==> config.mk <==
export PLATFORM = sky130hd
export DESIGN_NAME = encoder_4_2_evt
export DESIGN_NICKNAME = d
export VERILOG_FILES = /design/src/rtl/encoder_4_2_evt.sv
export SDC_FILE = /design/constraint.sdc
export NUM_CORES = 1
export LEC_CHECK = 0
export ABC_AREA = 1
export CAP_MARGIN = 10
export CORE_UTILIZATION = 40
export CTS_CLUSTER_DIAMETER = 30
export DETAILED_ROUTE_END_ITERATION = 8
export PLACE_DENSITY_LB_ADDON = 0.15
export SYNTH_ARGS = -nofsm -noshare
export SYNTH_HDL_FRONTEND = slang
export SYNTH_SLANG_ARGS = --single-unit
==> constraint.sdc <==
create_clock -name clk_i -period 1.05 [get_ports clk_i]
set_input_delay 0.21 -clock clk_i [delete_from_list [all_inputs] [get_ports clk_i]]
set_output_delay 0.21 -clock clk_i [all_outputs]
set_load 0.01 [all_outputs]
==> src/rtl/encoder_4_2_evt.sv <==
// Registered N-to-log2(N) priority event encoder: captures rising edges on I_i as pending
// events and presents them one at a time on y_o with a valid/ready handshake.
// Optional macro ONEHOT_CHECK_EN adds an err_o pulse when several edges land in one cycle.
module encoder_4_2_evt #(
  parameter int N = 4,
  parameter int W = 2
) (
  input  logic         clk_i,
  input  logic         rst_ni,
  input  logic         en_i,
  input  logic [N-1:0] I_i,
  input  logic         ready_i,
  output logic [W-1:0] y_o,
  output logic         valid_o,
  output logic         ovf_o,
  output logic         err_o
);

  typedef enum logic {
    IDLE = 1'b0,
    HOLD = 1'b1
  } state_e;

  state_e       state_q, state_d;
  logic [N-1:0] I_q;
  logic [N-1:0] pending_q, pending_d;
  logic [W-1:0] y_q, y_d;
  logic         valid_q, valid_d;
  logic         ovf_q, ovf_d;

  logic [N-1:0] risingEdge;
  logic [N-1:0] capture;
  logic [N-1:0] clr;
  logic [W-1:0] sel;
  logic         anyPending;

  assign risingEdge = I_i & ~I_q;
  assign capture    = en_i ? risingEdge : '0;
  assign anyPending = |pending_q;

  // Later iterations overwrite earlier ones, so the highest set index wins.
  always_comb begin
    sel = '0;
    for (int k = 0; k < N; k++) begin
      if (pending_q[k]) sel = W'(k);
    end
  end

  always_comb begin
    state_d = state_q;
    y_d     = y_q;
    valid_d = valid_q;
    clr     = '0;
    unique case (state_q)
      IDLE: begin
        if (anyPending) begin
          y_d     = sel;
          clr     = {{(N-1){1'b0}}, 1'b1} << sel;
          valid_d = 1'b1;
          state_d = HOLD;
        end
      end
      HOLD: begin
        if (ready_i) begin
          if (anyPending) begin
            y_d = sel;
            clr = {{(N-1){1'b0}}, 1'b1} << sel;
          end else begin
            valid_d = 1'b0;
            state_d = IDLE;
          end
        end
      end
      default: state_d = IDLE;
    endcase
  end

  // A fresh edge on the line being handed off re-queues it rather than counting as lost.
  assign pending_d = (pending_q & ~clr) | capture;
  assign ovf_d     = |(capture & pending_q & ~clr);

  always_ff @(posedge clk_i or negedge rst_ni) begin
    if (!rst_ni) begin
      state_q   <= IDLE;
      I_q       <= '0;
      pending_q <= '0;
      y_q       <= '0;
      valid_q   <= 1'b0;
      ovf_q     <= 1'b0;
    end else begin
      state_q   <= state_d;
      I_q       <= I_i;
      pending_q <= pending_d;
      y_q       <= y_d;
      valid_q   <= valid_d;
      ovf_q     <= ovf_d;
    end
  end

`ifdef ONEHOT_CHECK_EN
  logic err_q;

  always_ff @(posedge clk_i or negedge rst_ni) begin
    if (!rst_ni) begin
      err_q <= 1'b0;
    end else begin
      err_q <= ($countones(capture) > 1);
    end
  end

  assign err_o = err_q;
`else
  assign err_o = 1'b0;
`endif

  assign y_o     = y_q;
  assign valid_o = valid_q;
  assign ovf_o   = ovf_q;

endmodule
Word level (Yosys, flattened, before mapping)
Index checks and enable logic that the tools add are counted.
Storage, ports and cells
  register bits after elaboration: 13
  bits in latches: 0
  bits in writable memories: 0
  bits in read-only memories: 0
  input bits: 8
  output and inout bits: 5
  logic and storage cells: 38
  memories: 0
Cells by class
  add/subtract/negate cells: 0
  $mul: 0
  divide/modulo/power cells: 0
  magnitude comparators: 0
  equality and inequality tests: 3
  shift operators: 1
  muxes and demuxes: 17
  bitwise logic cells: 8
  reduce and logical (&&, ||, !) cells: 3
Operators by type and width (count)
  4-bit AND: 4
  4-bit two-way mux: 3
  2-bit two-way mux: 4
  4-bit NOT: 2
  4-bit case mux with 2 select lines: 1
  4-bit OR reduction: 2
  1-bit two-way mux: 6
  2-bit != test, second input constant: 3
  4-bit OR: 1
  1-bit case mux with 2 select lines: 2
  2-bit case mux with 2 select lines: 1
  1-bit by 2-bit left shift with 4-bit output, first input constant: 1
  3-bit AND reduction: 1
  1-bit NOT: 1

Logic depth before layout (Yosys ltp)
Gate-level depths: netlist of run 1.
  word-level depth: 10
  gate-level depth with buffers: 7
  gate-level depth less buffers: 7

Worst setup path after synthesis of run 1
OpenSTA, ideal clock, no wires.
  path type: reg2reg
  from: register pending_q[3]
  to: register valid_q, in the netlist valid_o
  library setup time: 0.118 ns
  data arrival time: 0.831 ns
  required time: 0.932 ns
  setup slack: 0.101 ns
  cell stages (with the launch flop): 7
  buffers on the path: 0
  clock period less this slack: 0.949 ns
  path through: dfrtp_1 nor2_4 nand2_2 inv_2 nand3_2 nand2_2 o21ai_2
Between the ends
  longest elaborated chain between the ends: 3
  elaborated cells on any way between the ends: 4
  classes of those cells: 2 x eq/ne; 2 x reduce/logical
RTL lines
  start: declaration: RTL line 26  | logic [N-1:0] pending_q, pending_d;
  start signal: assignment: RTL line 93  | pending_q <= pending_d;
  4-bit OR reduction (*): RTL line 39  | assign anyPending = |pending_q;
  2-bit != test (no line)
  3-bit AND reduction (no line) (*)
  end signal: assignment: RTL line 95  | valid_q <= valid_d;
  end: declaration: RTL line 28  | logic valid_q, valid_d;
Mark *: on every way between the ends. The rest lies on a longest branch, timed or not.
A chain may end at the register's enable or synchronous reset.

Worst setup path after layout of run 1
  from: register pending_q[2]
  to: register valid_q, in the netlist valid_o
The elaborated chain is that of the path after synthesis.

==> run summary, run 1 <==
The kind of end point of the critical path is a register. The pin count of the biggest net entering global routing is 14. The startpoint-to-endpoint class of the critical path is reg2reg. The number of core rows came out at 12. The signal arrival time at the worst endpoint came out at between 1 and 1.5 ns. The total die area came out at ~0.0015 sq mm. The peak clock frequency supported by timing came out at 1000 MHz. From synthesis to final layout, the design area changed by 33.3%. The clock tree from TritonCTS is yes. The total global routing overflow is 0. The combined area of all synthesized cells is about 540 sq um.

The width of the chip is between 30 and 40 microns. The DRC marker count from the first detailed-route iteration is 6. The worst endpoint required time is about 1.2 ns. The number of max-slew violations in the final report is 0. The total track usage is 0.151. The initial antenna violation count came to 0. The part of the cycle the worst path needs is 0.951. The number of hold buffers added after cts is 0.

The fraction of layout cells with a size suffix above 1 is 0.299. The number of nets with antenna violations after detailed routing came out at 0. The number of levels in the clock H-tree is 1.

The total leakage power came out at 0.000350 uW. The peak supply drop came out at 0.919 mV. The number of buffers added on ports is 11. Between clock sinks in the finished design, the worst skew comes to around 0.0011 ns. The startpoint identified for the worst register-to-register timing path is pending_q[2]. The minimum setup slack among reg-to-reg paths came out at 0.05 ns. The via density per instance is about 4.7. The final-layout setup total negative slack came out at 0 ns. The floorplan step set the die height to 38.7 microns. STA classifies the critical path startpoint as a register. The number of instances in the placed design came out at 85. The number of ports placed on the die boundary came out at 13.

The number of sinks driven by the clock tree came out at 13. Along the worst path, the maximum fanout reaches 4. The final HPWL from detailed placement came out at ~650 microns. The synthesized design contains 13 register bits. The clock transition time at the flip-flop clock pins of the worst setup and hold paths is 0.07 ns.

The areal power density over the cells is ~1900 mW/mm^2. The CTS buffer count is 3. In the routed design, unresolved DRC markers number 0.

The number of unique standard cell types used by synthesis came out at 16. The synthesis warning total is 0. The initial core utilization came out at 0.459. The number of hold violations in the final report came out at 0. The first global-routing pass estimated about 1400 microns of wire.

The endpoint of the most critical register-to-register path is valid_o. Wires add up to 859 microns. The post-place instance area is 688 sq um. The antenna diode count came out at 0. Max-cap violations in this run came to 0. Clock latency on the worst-skew pair, taken at its later pin, is 0.27 ns.

The final-report setup violation count is 0. Setup repair after global routing could not meet its margin everywhere. The average cell area after synthesis came out at between 9 and 10 sq um.

The final cell count without fillers is 91. Power comes to 1360 uW. After detailed routing, the average wire length per cell comes to between 9 and 10 microns.

The number of inserted filler cells in the final layout is 114. Of the synthesized area, sequential elements account for 0.605. The flow ran to the end, and the final reports show no timing, DRC or antenna violations. Before CTS, the worst setup slack after placement is -0.267 ns.

Synthesis produced 57 cells. The number of nets at the end of the flow is 86. The via count of the first global-routing pass was around 360. The region available for standard cell placement spans about 0.0012 sq mm.

The routability-driven placement congestion ratio is between 0.8 and 0.9. In this run the worst hold path is classified as in2async. The total non-filler cell area in the finished layout came out at between 700 and 800 sq um. The number of cell instances on the worst register-to-register path is 4. The net count of the mapped netlist came out at between 60 and 70. The count of vias placed by the detailed router came out at 430. The minimum period implied by the final worst setup slack is roughly 1 ns. The tree is rooted in a clkbuf_4. The clock passes through at most 2 buffers. The number of optimization iterations in the first detailed-route pass is 4. The final worst setup slack is about 0.05 ns.
==> per-stage QoR <==
stage / utilization / hold slack [ns]
after global routing: 0.612 / 0.259
final: 0.612 / 0.237
after global placement: 0.588 / 0.442
after floorplan: - / -0.0856
after detailed placement: 0.588 / 0.461
after CTS: 0.599 / 0.237
==> Yosys cell counts <==
| library cell | count | area [sq um] |
|---|---|---|
| nand2_1 | 11 | 41.3 |
| nand2_2 | 2 | 12.5 |
| nand3_1 | 6 | 30.0 |
| o21ai_2 | 1 | 8.76 |
| dfrtp_1 | 13 | 325 |
| conb_1 | 1 | 3.75 |
| o21ai_1 | 1 | 5.00 |
| o22ai_1 | 2 | 12.5 |
| inv_2 | 1 | 3.75 |
| nor2_4 | 1 | 11.3 |
| o21ai_0 | 3 | 15.0 |
| nor2_1 | 7 | 26.3 |
| nand4_1 | 1 | 6.26 |
| buf_4 | 1 | 7.51 |
| inv_1 | 5 | 18.8 |
| nand3_2 | 1 | 10.0 |
==> how the worst max path moves through the flow <==
stage            startpoint      end  slack (ns)  cells after the start
2_1_floorplan  pending_q[3]  valid_o        0.10                      6
3_3_place_gp        ready_i  valid_o       -0.25                      8
3_5_place_dp        ready_i  valid_o       -0.27                      8
4_1_cts             state_q  valid_o        0.01                      6
5_1_grt        pending_q[2]  valid_o      -0.004                      6
6_report       pending_q[2]  valid_o        0.05                      4
==> repair_timing <==
item,in CTS,in global routing
setup endpoints to repair,4,5
endpoints found under the hold margin,0,0
pin swaps,0,2
setup buffers,1,1
resized for setup,16,4
==> kinds of logic (layout without fill, tap and decap cells) <==
family	after synthesis	after routing	share of synthesized area
compound gates	7	7	0.0767
simple gates	29	29	0.256
other cells	1	1	0.00697
buf+inv	7	27	0.0558
flops	13	13	0.605
==> power breakdown <==
group	switching [uW]	leakage, uW	internal, uW
Sequential	53.5	0.000154	593
Combinational	204	0.000181	214
Clock	153	0.0000150	147
Total	410	0.000350	954
==> routing by layer <==
layer / up-vias / routed length (microns) / global-route usage
met5: - / 0 / 0
met4: 0 / 29 / 0.129
met3: 5 / 68 / 0.0520
met2: 18 / 376 / 0.221
met1: 184 / 384 / 0.172
li1: 223 / - / -
==> worst max-delay path, cell delays in order (launching register included) <==
cell and delay (ns):
dfrtp_2 0.44, nor2_4 0.15, nand3_1 0.12, nor2_1 0.14
o21ai_2 0.06
==> cell type report <==
cell class,count,area [sq um],share of cell area
sequential,13,328,0.457
tap,14,17.5,0.0244
clock buffer,4,26.3,0.0366
timing repair buffer,17,135,0.188
inverter,6,22.5,0.0314
multi-input combinational,37,188,0.262
==> sequential cells by signal, summed over array words and instances, names as in the netlist <==
name	flops
ovf_o	1
pending_q	4
valid_o	1
state_q	1
I_q	4
y_o	2
==> cell usage in the layout, fill, tap and decap left out <==
cell type / n
clkdlybuf4s50_1: 7
buf_2: 4
dfrtp_2: 2
inv_1: 5
o21ai_1: 1
nand2_2: 4
nand4_1: 1
o22ai_1: 2
nand2_1: 9
o21ai_2: 1
inv_2: 1
buf_4: 6
conb_1: 1
clkbuf_4: 3
dfrtp_1: 11
nor2_4: 1
nand3_1: 6
nand3_2: 1
clkbuf_1: 1
o21ai_0: 3
nor2_1: 7
Power figures use the tool's default switching activity.
==> inputs of run 2 (changes only) <==
CORE_MARGIN = 8   (was unset)
==> run summary, run 2 (synthesis gave the netlist of run 1 again) <==
The number of core rows is 13. TritonCTS built the clock tree. The length of routed met2 wiring is between 400 and 500 microns.

The maximum fanout encountered on the critical timing path is 4. The worst endpoint required time came out at 1.21 ns. The worst path needs roughly 1.0 ns of the cycle, external delays included.

Clock-pin slew was measured on the worst setup and hold paths at 0.08 ns. The number of sinks driven by the clock tree came out at 13. The die height is 52.7 microns. The number of ports placed on the die boundary is 13. The part of the cycle the worst path needs came out at 0.982. The number of levels in the clock H-tree came out at 1.

The critical path in this run is classified as reg2reg. Measured in cells, the most critical reg-to-reg path has a length of 6. The number of max-slew violations in the final report came to 0. The worst setup path is launched from a register. For this block, the routed nets add up to roughly 960 microns of wire. In this run the clock root is driven by a clkbuf_4.

In this run the worst hold path is classified as in2async. The initial antenna violation count is 0. The peak clock frequency supported by timing is roughly 970 MHz. The number of optimization iterations in the first detailed-route pass is 3. The final-report setup violation count is 0. The remaining routing DRC violations is 0. Entering global routing, the biggest net connects 14 pins. The highest layer touched by signal routing is met3. The detailed-route wire length on metal 1 is about 430 microns. Leaving out fill and tap cells, the most frequent cell in the layout is dfrtp_1.

The total track usage came out at 0.0812. The tool flagged a number of max-cap violations equal to 0. Input and output buffers added on the ports amount to 11. The initial utilization of the core area, before any placement, comes to 0.419. The routability-driven placement congestion ratio is slightly below 0.8.

The number of hold violations in the final report is 0. The number of nets at the end of the flow is 85. The core outline area came out at around 0.0013 sq mm. The number of nets with antenna violations after detailed routing came out at 0.

The total global routing overflow is 0. The peak supply drop came out at ~0.86 mV. The final standard cell utilization of the core came out at 0.555.

The signal arrival time at the worst endpoint came out at 1.19 ns. Buffers inserted during clock tree synthesis total 3. From synthesis to final layout, the design area changed by 32.6%. Setup repair after global routing could not meet its margin everywhere. The DRC marker count from the first detailed-route iteration is 4. The startpoint identified for the worst register-to-register timing path is pending_q[2]. For flop-to-flop paths, the worst setup slack is between 0.015 and 0.02 ns. The die is 52.7 microns wide.

The total die area came out at roughly 0.0028 sq mm. The maximum number of buffers from clock root to sink is 2. The final HPWL from detailed placement came out at 749 microns. 0 antenna diodes ended up in the layout.

Tracing the worst setup path back leads to its startpoint at pending_q[2]. The areal power density over the cells came out at about 1900 mW/mm^2. The worst setup path is captured at a register. The run finished with clean final reports. The wire length on met3 is approximately 84 microns. The total leakage power came out at around 0.00035 uW.

Detailed routing inserted a total of around 400 vias. In the final layout, the share of cells above drive strength 1 is 0.276. The global-route wire length before repair is about 1700 microns. The library cells used most frequently in the layout, excluding fill and tap cells, are dfrtp_1, nand2_1, nor2_1, clkdlybuf4s50_1. In this run the critical register-to-register path is captured at valid_o.

The final-layout setup total negative slack came out at 0 ns. The average wire length per cell after detail routing is between 10 and 15 microns. The insertion delay to the later sink of the worst-skew pair came out at between 0.2 and 0.3 ns.

The worst clock skew came out at roughly 0.0015 ns. Dividing the detail-routed via count by the number of cells gives around 4.5. The post-route total power is approximately 1300 uW. The via count of the first global-routing pass is 420.
==> run 2: repair_timing <==
item	in CTS	in global routing
resized for setup	16	3
pin swaps	0	2
hold buffers	0	0
setup endpoints to repair	4	5
buffers inserted	1	1
==> run 2: critical path: stages, from the launching register on <==
cell and delay, ns:
dfrtp_1 0.43, nor2_4 0.17, nand2_2 0.07, inv_2 0.06, nand3_2 0.07, nand2_2 0.07, o21ai_2 0.04
==> run 2: metal layers <==
| layer | up-vias | GRT usage |
|---|---|---|
| met5 | - | 0 |
| met4 | 0 | 0.0388 |
| met3 | 0 | 0.0426 |
| met2 | 12 | 0.126 |
| met1 | 176 | 0.0885 |
| li1 | 222 | - |
==> run 2: power by group <==
group	total, uW	switching (uW)	internal, uW
Combinational	403	204	199
Sequential	644	53.4	591
Clock	297	150	147
==> run 2: cell type report <==
| type | count | area, sq um |
|---|---|---|
| Fill cell | 133 | 572 |
| Sequential cell | 13 | 325 |
| Multi-Input combinational cell | 37 | 193 |
| Timing Repair Buffer | 16 | 128 |
| Clock buffer | 4 | 26.3 |
| Inverter | 6 | 22.5 |
| Tap cell | 15 | 18.8 |
==> run 2: worst max path at each step <==
stage	end	depth (start not counted)
floorplan	valid_o	6
global placement	valid_o	8
detailed placement	valid_o	8
CTS	valid_o	6
global route	valid_o	6
finish	valid_o	6
==> run 2: per-stage QoR <==
stage / cell area [sq um] / instances / setup WS, ns / hold slack [ns]
global placement: 682 / 85 / -0.270 / 0.441
floorplan: 538 / 57 / 0.101 / -0.0856
global route: 713 / 91 / -0.0507 / 0.243
CTS: 696 / 90 / 0.00681 / 0.230
finish: 713 / 91 / 0.0191 / 0.235
detailed placement: 682 / 85 / -0.264 / 0.453
==> inputs of run 3 (changes only) <==
CELL_PAD_IN_SITES_DETAIL_PLACEMENT = 0   (was unset)
CELL_PAD_IN_SITES_GLOBAL_PLACEMENT = 1   (was unset)
CORE_UTILIZATION = 34   (was 40)
==> run summary, run 3 (synthesis gave the netlist of run 1 again) <==
The run finished with clean final reports. The synthesis-to-layout area growth came out at 35.6%. The signal arrival time at the worst endpoint is about 1.2 ns. The first global-routing pass estimated roughly 1800 microns of wire. The minimum period implied by the final worst setup slack came out at around 1.0 ns.

Setup repair after global routing could not meet its margin everywhere. The worst clock skew is around 0.0012 ns. The final standard cell utilization of the core came out at 0.490.

The number of levels in the clock H-tree is 1. The number of inserted filler cells in the final layout is around 160. The CTS buffer count came out at 3.

Dividing the detail-routed wire length by the instance count gives between 10 and 15 microns. The insertion delay to the later sink of the worst-skew pair is roughly 0.27 ns. The total leakage power came out at roughly 0.00036 uW.

The die is between 50 and 60 microns tall. In the layout the commonest cells are dfrtp_1, nand2_1, nor2_1, clkdlybuf4s50_1, buf_4. The initial core utilization came out at 0.361.

Dividing the detail-routed via count by the number of cells gives 4.51. Of the cells placed in the final design, the portion with a size suffix greater than 1 is 0.295. The number of sinks driven by the clock tree is 13.

The library cell used most frequently in the layout, excluding fill and tap cells, is dfrtp_1. The areal power density over the cells is 1860 mW/mm^2. The number of hold buffers added after cts is 0. STA classifies the critical path endpoint as a register. The worst endpoint required time is 1.26 ns.

The DRC marker count from the first detailed-route iteration came out at 3. The number of hold violations in the final report came out at 0. For this run, design rule violations remaining after detail routing come to 0. The routability-driven placement congestion ratio came out at between 0.7 and 0.8. The peak clock frequency supported by timing came out at approximately 1000 MHz. TritonCTS built the clock tree. The floorplan step defined a core boundary enclosing approximately 0.0015 sq mm. The number of max-slew violations in the final report is 0.

The final HPWL from detailed placement is 783 microns. Summed over all layers, the routed wires come to 1040 microns. Clock tree synthesis selected as its root buffer the cell clkbuf_4. The maximum fanout encountered on the critical timing path is 3. The number of nets with antenna violations after detailed routing came out at 0.

The clock transition time at the flip-flop clock pins of the worst setup and hold paths came out at 0.08 ns. Measured along the x axis, the die boundary spans 55.8 microns. The antenna diode count came out at 0. The part of the cycle the worst path needs is 0.956.

The total track usage is 0.0732. Setup violations remaining at the end of the flow were counted as 0. The final route contains about 420 vias.

The via count of the first global-routing pass is ~440. In this run the core area contains 14 standard-cell rows. The number of ports placed on the die boundary came out at 13. The pin count of the biggest net entering global routing came out at 14. The critical path is of the reg2reg type.

The kind of path behind the tightest hold check is in2async. The minimum setup slack among reg-to-reg paths is roughly 0.046 ns. The tool flagged a number of max-cap violations equal to 0.

The launching element type of the critical path is a register. The peak supply drop is 0.707 mV. At the placement stage, the worst setup path has a slack of -0.268 ns. The initial antenna violation count came out at 0. The tightest hold path in the finished design has a slack of 0.229 ns. Buffers placed on the I/O ports in this run total 11. The final worst setup slack is between 0.04 and 0.05 ns. The total die area is roughly 0.0031 sq mm.

The number of nets at the end of the flow is between 80 and 90. The clock passes through at most 2 buffers. The number of optimization iterations in the first detailed-route pass came out at 4. The total global routing overflow is 0.
run 3: cell count changes in the layout (fill, tap and decap cells not counted):
cell   previous run  this run
buf_4             5         7
run 3: cell type report:
cell class	instances	area (sq um)	area share
clock buffer	4	26.3	0.0360
timing repair buffer	18	143	0.196
multi-input combinational	37	193	0.264
sequential	13	325	0.446
tap	16	20.0	0.0274
inverter	6	22.5	0.0309
run 3: worst paths after layout:
kind	from	to	depth (start not counted)
worst max register to register	pending_q[2]	y_o[0]	5
max in group asynchronous	rst_ni	pending_q[2]	2
worst max-delay path	pending_q[2]	y_o[0]	5
worst min register to register	I_q[0]	pending_q[0]	1
worst min-delay path	rst_ni	I_q[3]	2
min in group clk_i	I_i[2]	I_q[2]	1
run 3: what timing repair did:
item	CTS	global route
pin swaps	0	3
resized for setup	16	3
endpoints found under the setup margin	4	4
buffers inserted	1	2
run 3: per-stage QoR:
stage                     TNS (ns)  cells  area (sq um)  power, uW
final                            0     94           729       1360
after global routing       -0.0326     94           729       1470
after CTS                        0     92           704       1370
after detailed placement     -1.80     87           691       1080
after global placement       -1.64     87           691       1070
after floorplan                  0     57           538        855
run 3: critical path, stage by stage (launching register included):
cell and delay, ns:
dfrtp_1 0.41, buf_4 0.14, buf_4 0.13, nor2_1 0.09, nor2_1 0.05, o21ai_1 0.12
run 3: power by group:
| part | internal, uW | total, uW | switching, uW | leakage, uW |
|---|---|---|---|---|
| Combinational | 205 | 412 | 207 | 0.000188 |
| Clock | 147 | 304 | 157 | 0.0000150 |
| Sequential | 591 | 640 | 49.1 | 0.000157 |
run 3: layer usage:
layer | GRT usage | vias up | share of wire
met4 | 0.0528 | 0 | 0.032
met5 | 0 | - | 0
met1 | 0.0793 | 183 | 0.46
met3 | 0.0342 | 4 | 0.060
li1 | - | 225 | -
met2 | 0.109 | 12 | 0.45
